### config.mk
export PLATFORM = sky130hd
export DESIGN_NAME = spike_train_encoder
export DESIGN_NICKNAME = d
export VERILOG_FILES = /design/src/rtl/spike_train_encoder.sv
export SDC_FILE = /design/constraint.sdc
export NUM_CORES = 2
export LEC_CHECK = 0
export ABC_AREA = 0
export CAP_MARGIN = 15
export CELL_PAD_IN_SITES_DETAIL_PLACEMENT = 1
export CELL_PAD_IN_SITES_GLOBAL_PLACEMENT = 1
export CORE_MARGIN = 2
export CORE_UTILIZATION = 30
export DETAILED_ROUTE_END_ITERATION = 7
export GPL_TIMING_DRIVEN = 0
export PLACE_DENSITY_LB_ADDON = 0.1
export SYNTH_ARGS = -nofsm -noshare
export SYNTH_HDL_FRONTEND = slang
export SYNTH_SLANG_ARGS = --single-unit
### constraint.sdc
create_clock -name clk -period 72.9 [get_ports clk]
set_clock_uncertainty 0.1 [all_clocks]
set_input_delay 21.87 -clock clk [delete_from_list [all_inputs] [get_ports clk]]
set_output_delay 21.87 -clock clk [all_outputs]
set_load 0.05 [all_outputs]
### src/rtl/spike_train_encoder.sv
// Rate-coding spike train encoder.
// For every time step all M pixels are re-read from an external pixel memory.
// Each pixel is compared against a fresh LFSR sample to build one M-bit spike
// vector. The vector is held on ips/valid_ips until the core acknowledges it
// with TU_incre. After T_STEPS acknowledged steps a single done_img pulse
// closes the image.
module spike_train_encoder #(
  parameter int                M       = 784,
  parameter int                PW      = 8,
  parameter int                ADDR_W  = 10,
  parameter int                T_STEPS = 350,
  parameter int                LFSR_W  = 16,
  parameter logic [LFSR_W-1:0] SEED    = 16'hACE1
) (
  input  logic              clk,
  input  logic              rst,
  input  logic              start_img,
  output logic              pix_rd,
  output logic [ADDR_W-1:0] pix_addr,
  input  logic [PW-1:0]     pix_data,
  input  logic              TU_incre,
  output logic [M-1:0]      ips,
  output logic              valid_ips,
  output logic              busy,
  output logic              done_img,
  output logic [15:0]       ts_count
);

  typedef enum logic [2:0] {
    S_IDLE    = 3'd0,
    S_FILL    = 3'd1,
    S_DRAIN   = 3'd2,
    S_PRESENT = 3'd3,
    S_DONE    = 3'd4
  } state_t;

  localparam logic [ADDR_W-1:0] LAST_ADDR = ADDR_W'(M - 1);
  localparam logic [PW-1:0]     PIX_MAX   = {PW{1'b1}};
  // Galois feedback mask for x^16 + x^14 + x^13 + x^11 + 1 (right-shifting form)
  localparam logic [LFSR_W-1:0] LFSR_TAPS = LFSR_W'(16'hB400);
  localparam logic [16:0]       T_LAST    = 17'(T_STEPS);

  // One Galois LFSR step: shift right, fold the taps in when a 1 falls out.
  function automatic logic [LFSR_W-1:0] lfsr_next(input logic [LFSR_W-1:0] cur);
    if (cur[0]) begin
      lfsr_next = (cur >> 1) ^ LFSR_TAPS;
    end else begin
      lfsr_next = cur >> 1;
    end
  endfunction

  // Full-scale pixels always fire; others fire when brighter than the random sample.
  function automatic logic spike_of(input logic [PW-1:0] pix, input logic [PW-1:0] rnd);
    if (pix == PIX_MAX) begin
      spike_of = 1'b1;
    end else begin
      spike_of = (pix > rnd);
    end
  endfunction

  state_t              state_q, state_d;
  logic                rd_q, rd_d;
  logic [ADDR_W-1:0]   addr_q, addr_d;
  logic                cap_q, cap_d;
  logic [ADDR_W-1:0]   cap_idx_q, cap_idx_d;
  logic [M-1:0]        shadow_q, shadow_d;
  logic [LFSR_W-1:0]   lfsr_q, lfsr_d;
  logic [M-1:0]        ips_q, ips_d;
  logic                valid_q, valid_d;
  logic                busy_q, busy_d;
  logic                done_q, done_d;
  logic [15:0]         ts_q, ts_d;

  logic                ack;
  logic                last_step;

  // A step is acknowledged only while a vector is actually being presented.
  assign ack       = (state_q == S_PRESENT) && valid_q && TU_incre;
  assign last_step = (({1'b0, ts_q} + 17'd1) == T_LAST);

  // State register.
  always_ff @(posedge clk or posedge rst) begin
    if (rst) begin
      state_q <= S_IDLE;
    end else begin
      state_q <= state_d;
    end
  end

  // Next-state logic.
  always_comb begin
    state_d = state_q;
    case (state_q)
      S_IDLE: begin
        if (start_img) state_d = S_FILL;
        else           state_d = S_IDLE;
      end
      S_FILL: begin
        if (addr_q == LAST_ADDR) state_d = S_DRAIN;
        else                     state_d = S_FILL;
      end
      S_DRAIN: state_d = S_PRESENT;
      S_PRESENT: begin
        if (ack) begin
          if (last_step) state_d = S_DONE;
          else           state_d = S_FILL;
        end else begin
          state_d = S_PRESENT;
        end
      end
      S_DONE:  state_d = S_IDLE;
      default: state_d = S_IDLE;
    endcase
  end

  // Output and datapath next values: read sequencing, capture, presentation.
  always_comb begin
    rd_d      = 1'b0;
    addr_d    = addr_q;
    cap_d     = rd_q;
    cap_idx_d = addr_q;
    shadow_d  = shadow_q;
    lfsr_d    = lfsr_q;
    ips_d     = ips_q;
    valid_d   = valid_q;
    busy_d    = busy_q;
    done_d    = 1'b0;
    ts_d      = ts_q;

    // Read data lands one cycle after its strobe; consume one LFSR sample per pixel.
    if (cap_q) begin
      shadow_d[cap_idx_q] = spike_of(pix_data, lfsr_q[PW-1:0]);
      lfsr_d              = lfsr_next(lfsr_q);
    end else begin
      lfsr_d = lfsr_q;
    end

    case (state_q)
      S_IDLE: begin
        if (start_img) begin
          rd_d   = 1'b1;
          addr_d = {ADDR_W{1'b0}};
          busy_d = 1'b1;
          ts_d   = 16'd0;
        end else begin
          busy_d = 1'b0;
        end
      end
      S_FILL: begin
        if (addr_q != LAST_ADDR) begin
          rd_d   = 1'b1;
          addr_d = addr_q + ADDR_W'(1);
        end else begin
          rd_d = 1'b0;
        end
      end
      S_DRAIN: begin
        rd_d = 1'b0;
      end
      S_PRESENT: begin
        if (!valid_q) begin
          // Shadow is complete (last pixel landed at the end of DRAIN).
          ips_d   = shadow_q;
          valid_d = 1'b1;
        end else if (TU_incre) begin
          valid_d = 1'b0;
          ts_d    = (ts_q == 16'hFFFF) ? ts_q : ts_q + 16'd1;
          if (last_step) begin
            done_d = 1'b1;
            busy_d = 1'b0;
          end else begin
            rd_d   = 1'b1;
            addr_d = {ADDR_W{1'b0}};
          end
        end else begin
          valid_d = 1'b1;
        end
      end
      S_DONE: begin
        done_d = 1'b0;
      end
      default: begin
        rd_d    = 1'b0;
        valid_d = 1'b0;
        busy_d  = 1'b0;
      end
    endcase
  end

  // Datapath and output registers.
  always_ff @(posedge clk or posedge rst) begin
    if (rst) begin
      rd_q      <= 1'b0;
      addr_q    <= {ADDR_W{1'b0}};
      cap_q     <= 1'b0;
      cap_idx_q <= {ADDR_W{1'b0}};
      shadow_q  <= {M{1'b0}};
      lfsr_q    <= SEED;
      ips_q     <= {M{1'b0}};
      valid_q   <= 1'b0;
      busy_q    <= 1'b0;
      done_q    <= 1'b0;
      ts_q      <= 16'd0;
    end else begin
      rd_q      <= rd_d;
      addr_q    <= addr_d;
      cap_q     <= cap_d;
      cap_idx_q <= cap_idx_d;
      shadow_q  <= shadow_d;
      lfsr_q    <= lfsr_d;
      ips_q     <= ips_d;
      valid_q   <= valid_d;
      busy_q    <= busy_d;
      done_q    <= done_d;
      ts_q      <= ts_d;
    end
  end

  assign pix_rd    = rd_q;
  assign pix_addr  = addr_q;
  assign ips       = ips_q;
  assign valid_ips = valid_q;
  assign busy      = busy_q;
  assign done_img  = done_q;
  assign ts_count  = ts_q;

endmodule

==> Word level (Yosys, flattened, before mapping) <==
Index checks and enable logic that the tools add are counted.
{ "word_totals": {"reg_bits": 1628, "output_inout_bits": 814, "wordCells": 88} }
{ "classes": {"n_addsub": 3, "magnitude_cmp": 3, "n_eq_ne": 16, "n_mux": 39, "bitwise_logic": 3, "n_reduce_logical": 12} }
{ "op_table": {"columns": ["cell", "n"], "rows": [
  ["784-bit bitwise mux", 1],
  ["16-bit 2-to-1 mux", 5],
  ["10-bit 2-to-1 mux", 5],
  ["16-bit case mux with 2 select lines", 1],
  ["10-bit case mux with 3 select lines", 1],
  ["1-bit 2-to-1 mux", 18],
  ["16-bit by 1-bit adder with 17-bit output (second input constant)", 1],
  ["17-bit by 9-bit == test with 1-bit output (second input constant)", 1],
  ["16-bit by 1-bit adder with 16-bit output (second input constant)", 1],
  ["16-bit == test (second input constant)", 1],
  ["2-bit != test (second input constant)", 7],
  ["3-bit case mux with 4 select lines", 1],
  ["10-bit by 11-bit less-than comparator with 1-bit output (second input constant)", 1],
  ["10-bit by 1-bit adder with 10-bit output (second input constant)", 1],
  ["1-bit demux with 10-bit select", 1],
  ["10-bit == test (second input constant)", 1],
  ["10-bit by 1-bit >= comparator with 1-bit output (second input constant)", 1],
  ["10-bit != test (second input constant)", 1],
  ["8-bit == test (second input constant)", 1],
  ["8-bit > comparator", 1],
  ["3-bit by 2-bit == test with 1-bit output (second input constant)", 2],
  ["3-bit 2-to-1 mux", 2],
  ["1-bit case mux with 3 select lines", 2],
  ["6-bit AND reduction", 1],
  ["other kinds (15)", 18]
]} }

==> Longest topological paths before layout <==
{ "logic_depth": {"word_depth": 6, "ltp_mapped": 10} }

==> Least setup slack after synthesis <==
No wires, ideal clock.
{ "synth_path": {"path_type": "input port to flip-flop", "from": "input pix_data[6]", "to": "register shadow_q[10]", "setup_ns": 0.141, "t_arrival_ns": 23.477, "t_required_ns": 72.659, "slack_ns": 49.182, "path_stages": 9, "path_buffers": 3, "cell_sequence": "ha_1 > a21o_1 > a21oi_1 > nand2b_1 > o21ai_0 > buf_2 > buf_1 > buf_1 > a31oi_1"} }
{ "synth_via": {"elab_chain_cells": 4} }
{ "synth_rtl": {"columns": ["item", "line", "text"], "rows": [
  ["start: declaration", "20", "input logic [PW-1:0] pix_data,"],
  ["8-bit > comparator or 8-bit == test (tied branches)", "57, 54", null],
  ["1-bit 2-to-1 mux *", "54", "if (pix == PIX_MAX) begin"],
  ["1-bit 2-to-1 mux *", "131", "if (cap_q) begin"],
  ["784-bit bitwise mux *", "132", "shadow_d[cap_idx_q] = spike_of(pix_data, lfsr_q[PW-1:0]);"],
  ["end signal: assignment", "197", "shadow_q <= {M{1'b0}};"],
  ["end signal: assignment", "209", "shadow_q <= shadow_d;"],
  ["end: declaration", "66", "logic [M-1:0] shadow_q, shadow_d;"]
]} }
Mark *: on every way between the ends. The rest lies on a longest branch, timed or not. The select of a mux whose other input is x is not followed.
A chain may end at the register's enable or synchronous reset.

==> Worst setup path in the final report <==
{ "layout_path": {"from": "input pix_data[6]", "to": "register shadow_q[324]"} }
Same word-level chain as after synthesis.

==> metrics.md <==
| Metric | Value |
|---|---|
| # setup viols final | 0 |
| Reg2Reg Depth | 10 |
| Starting Density | a little under a third |
| Syn Std Cell Area | 65,300 µm² |
| Pre-CTS WS | 47.28 ns |
| CP max stage cell | buf_1 |
| MaxCap Viol Count | 0 |
| Sequential-to-total area share from yosys stat | 62.4% |
| Startpoint types | input port |
| Layout area overhead | 29.5% |
| Final Hold Viols | 0 |
| Register area | slightly above 40,000 µm² |
| Hold depth | 0 |
| CP bufs+invs | 4 |
| Critical path depth | 10 |
| Layout cells sized above 1 | 19.6% |
| TritonCTS clock tree | done |
| CP max FO | 10 |
| Relative slew slack | a little under a fifth |
| Cell count after synthesis | around 5,600 |
| Unique masters post-synth | 56 |
| FP Rows | about 170 |
| DIE HEIGHT | 470 µm |
| PD cells | between 40 and 50 nW/µm² |
| CP Cell Sequence | clkdlybuf4s50_1, ha_1, a21o_1, a21oi_1, nand2b_1, o21ai_0, buf_2, buf_1, clkbuf_1, a31oi_1 |
| R2r endpoint | shadow_q[324] |
| Fin crit share | between 30% and 40% |
| Root buffer cell | clkbuf_16 |
| R2R setup slack | 69.13 ns |
| CTS clk-pin slew, worst paths | ~0.06 ns |
| Outcome | finished clean |
| # H-tree levels | 4 |
| 1st-iter DRT viols | ~3,600 |
| Post-DP HPWL | approximately 210,000 µm |
| Worst r2r src | lfsr_q[6] |
| Pleak | about 0.032 µW |
| Worst hold margin | about 0.29 ns |
| Final Cell Area | about 85,000 µm² |
| Setup Buffers After CTS | 0 |
| Synth warn | 0 |
| Remaining global-route overflow | 0 |
| Vias in the first global route | between 50,000 and 60,000 |
| Max-slew violations | 0 |
| Via density | between 5 and 6 |
| IO Pins | between 800 and 900 |
| Number of synthesized flops with an enable pin | 0 |
| Skew-Pair Late Insertion Delay | roughly 0.85 ns |
| Fillers | approximately 23,000 |
| Fin worst setup slack | slightly below 50 ns |
| Post-Syn Nets | between 5,000 and 6,000 |
| Final total power | about 3500 µW |
| Hold Startpoint | pix_rd |
| RSZ-0062 raised after global routing | false |
| Hold path endpoint | cap_q |
| Die Wd | 470 µm |
| Syn Area/Cell | approximately 12 µm² |
| Num CTS Buffers | about 190 |
| Die area | approximately 220,000 µm² |
| Clock Path Buffers | 3 |
| Routed Antenna Nets | 0 |
| Critical path's top delay family | buffers and inverters |
| GP Congestion | ~0.84 |
| #FFs+latches synth | ~1,600 |
| Final #Nets | slightly below 7,000 |
| Remaining DRCs | 0 |
| Wirelength per Cell | 30.4 µm |
| Worst hold path class | flop to flop |
| Critical path data required time | between 70 and 80 ns |
| Total Wirelength | between 200,000 and 300,000 µm |
| First-pass GRT wire length | between 400,000 and 500,000 µm |
| # port buffers | a little over 800 |
| WP data arrival | between 20 and 30 ns |
| Largest net degree at the start of global routing | ~120 |
| Critical path's largest stage delay | around 0.67 ns |
| IR Drop Worst-Case VDD | 0.0252 mV |
| Tmin final | between 20 and 25 ns |
| Fraction of registers with async set/reset | 100% |
| Vias | 50,700 |
| Peak Freq | between 40 and 50 MHz |
| Multi-input logic area | 22,500 µm² |
| Sink Count | ~1,600 |
| DRT Pass-1 Iters | 5 |
| Most frequent cells in the layout | dfrtp_1 (1,620), nor2_1 (1,167), clkdlybuf4s50_1 (825), mux2_2 (791), a31oi_1 (773) |
| Initial antenna violation count | 5 |
| Commonest non-fill, non-tap cell in the layout | dfrtp_1 |
| Hold buffers post-CTS | 0 |
| Total core area | 217,000 µm² |
| Main synth FF type | dfrtp_1 |
| Tot GR Track Use | a little over a quarter |
| # resized after CTS | 0 |
| Least-Margin Pin Slew | about 1.2 ns |
| Setup Total Neg Slack | 0 ns |
| Placed Area | around 80,000 µm² |
| CP Class | input port to flop |
| CP endpoint kind | flop |
[area by class of cell]
| class | count | share of cell area (%) |
|---|---|---|
| well taps | 2854 | 4.22 |
| plain buffers | 494 | 2.45 |
| clock buffers | 303 | 6.84 |
| diodes | 9 | 0.0266 |
| multi-input cells | 3513 | 26.6 |
| inverters | 10 | 0.0533 |
| repair buffers | 882 | 11.1 |
| clock inverters | 35 | 0.565 |
| flip-flops and latches | 1628 | 48.2 |
[cell families after synthesis]
group                      after synthesis  synth area share, %
AOI/OAI and AO/OA                     1310                 11.8
xor gates and xnor gates                10                0.134
adders and majority gates               11                0.211
buffers and inverters                  504                 3.18
DFF                                   1628                 62.4
muxes                                  799                 13.8
and+or+nand+nor                       1383                 8.49
[worst max-delay path by stage]
stage                startpoint       endpoint  slack (ns)
floorplan                   rst           busy        5.00
global placement            rst       ips[209]      -17.23
detailed placement  pix_data[6]  shadow_q[324]       47.28
CTS                 pix_data[6]  shadow_q[324]       48.19
global route        pix_data[6]  shadow_q[324]       48.04
finish              pix_data[6]  shadow_q[324]       48.17
[per-stage QoR]
stage          cells  util [%]
3_3_place_gp    9324      35.6
6_report        9728      39.0
5_1_grt         9719      39.0
3_5_place_dp    9381      36.1
4_1_cts         9719      39.0
2_1_floorplan   5645         -
[synth_stat cells, types with 2 or more instances]
library cell	number	area, µm²
or2_2	7	43.8
nand4_1	10	62.6
clkbuf_1	344	1290
mux2_2	791	8910
and2_1	2	12.5
buf_1	10	37.5
nor3b_1	8	60.1
mux2_4	2	30.0
nor4b_1	3	26.3
o211ai_1	2	15.0
o21a_1	2	15.0
inv_1	10	37.5
buf_2	138	691
a22o_1	2	17.5
and4_1	3	26.3
nor2b_1	7	43.8
a21o_1	3	22.5
and4b_1	2	20.0
dfstp_2	8	210
a311oi_1	3	26.3
or3b_2	4	35.0
a31o_2	2	17.5
or3_1	2	12.5
a21oi_1	467	2340
mux2i_1	6	60.1
a211oi_1	3	22.5
nand2b_1	4	25.0
xnor2_1	7	61.3
a31o_1	4	35.0
nand2_1	93	349
o21ai_0	27	135
a41oi_1	16	140
nor3_1	13	65.1
nor2_2	10	62.6
and3_1	8	50.1
a31oi_1	773	4840
nor2_1	1169	4390
dfrtp_1	1620	40500
nand3_1	20	100
ha_1	11	138
nand3b_1	8	60.1
xor2_1	3	26.3
and3b_1	5	43.8
[registers in the layout, indices dropped and copies added (netlist names)]
register,cells
ips,784
done_img,1
cap_q,1
ts_count,16
valid_ips,1
pix_rd,1
busy,1
shadow_q,784
state_q,3
pix_addr,10
lfsr_q,16
cap_idx_q,10
[where the power goes]
group	internal (µW)	switching, µW	total (µW)
sequential	1070	157	1230
clock	566	402	968
combinational	383	943	1330
[routing by layer]
layer / share of wire, % / track usage (%) / wire, µm
met5: 0 / 0 / 0
met2: 46 / 41.5 / 135000
met3: 6.2 / 5.77 / 18400
met4: 4.1 / 10.1 / 12200
met1: 44 / 35.1 / 130000
Power figures use the tool's default switching activity.
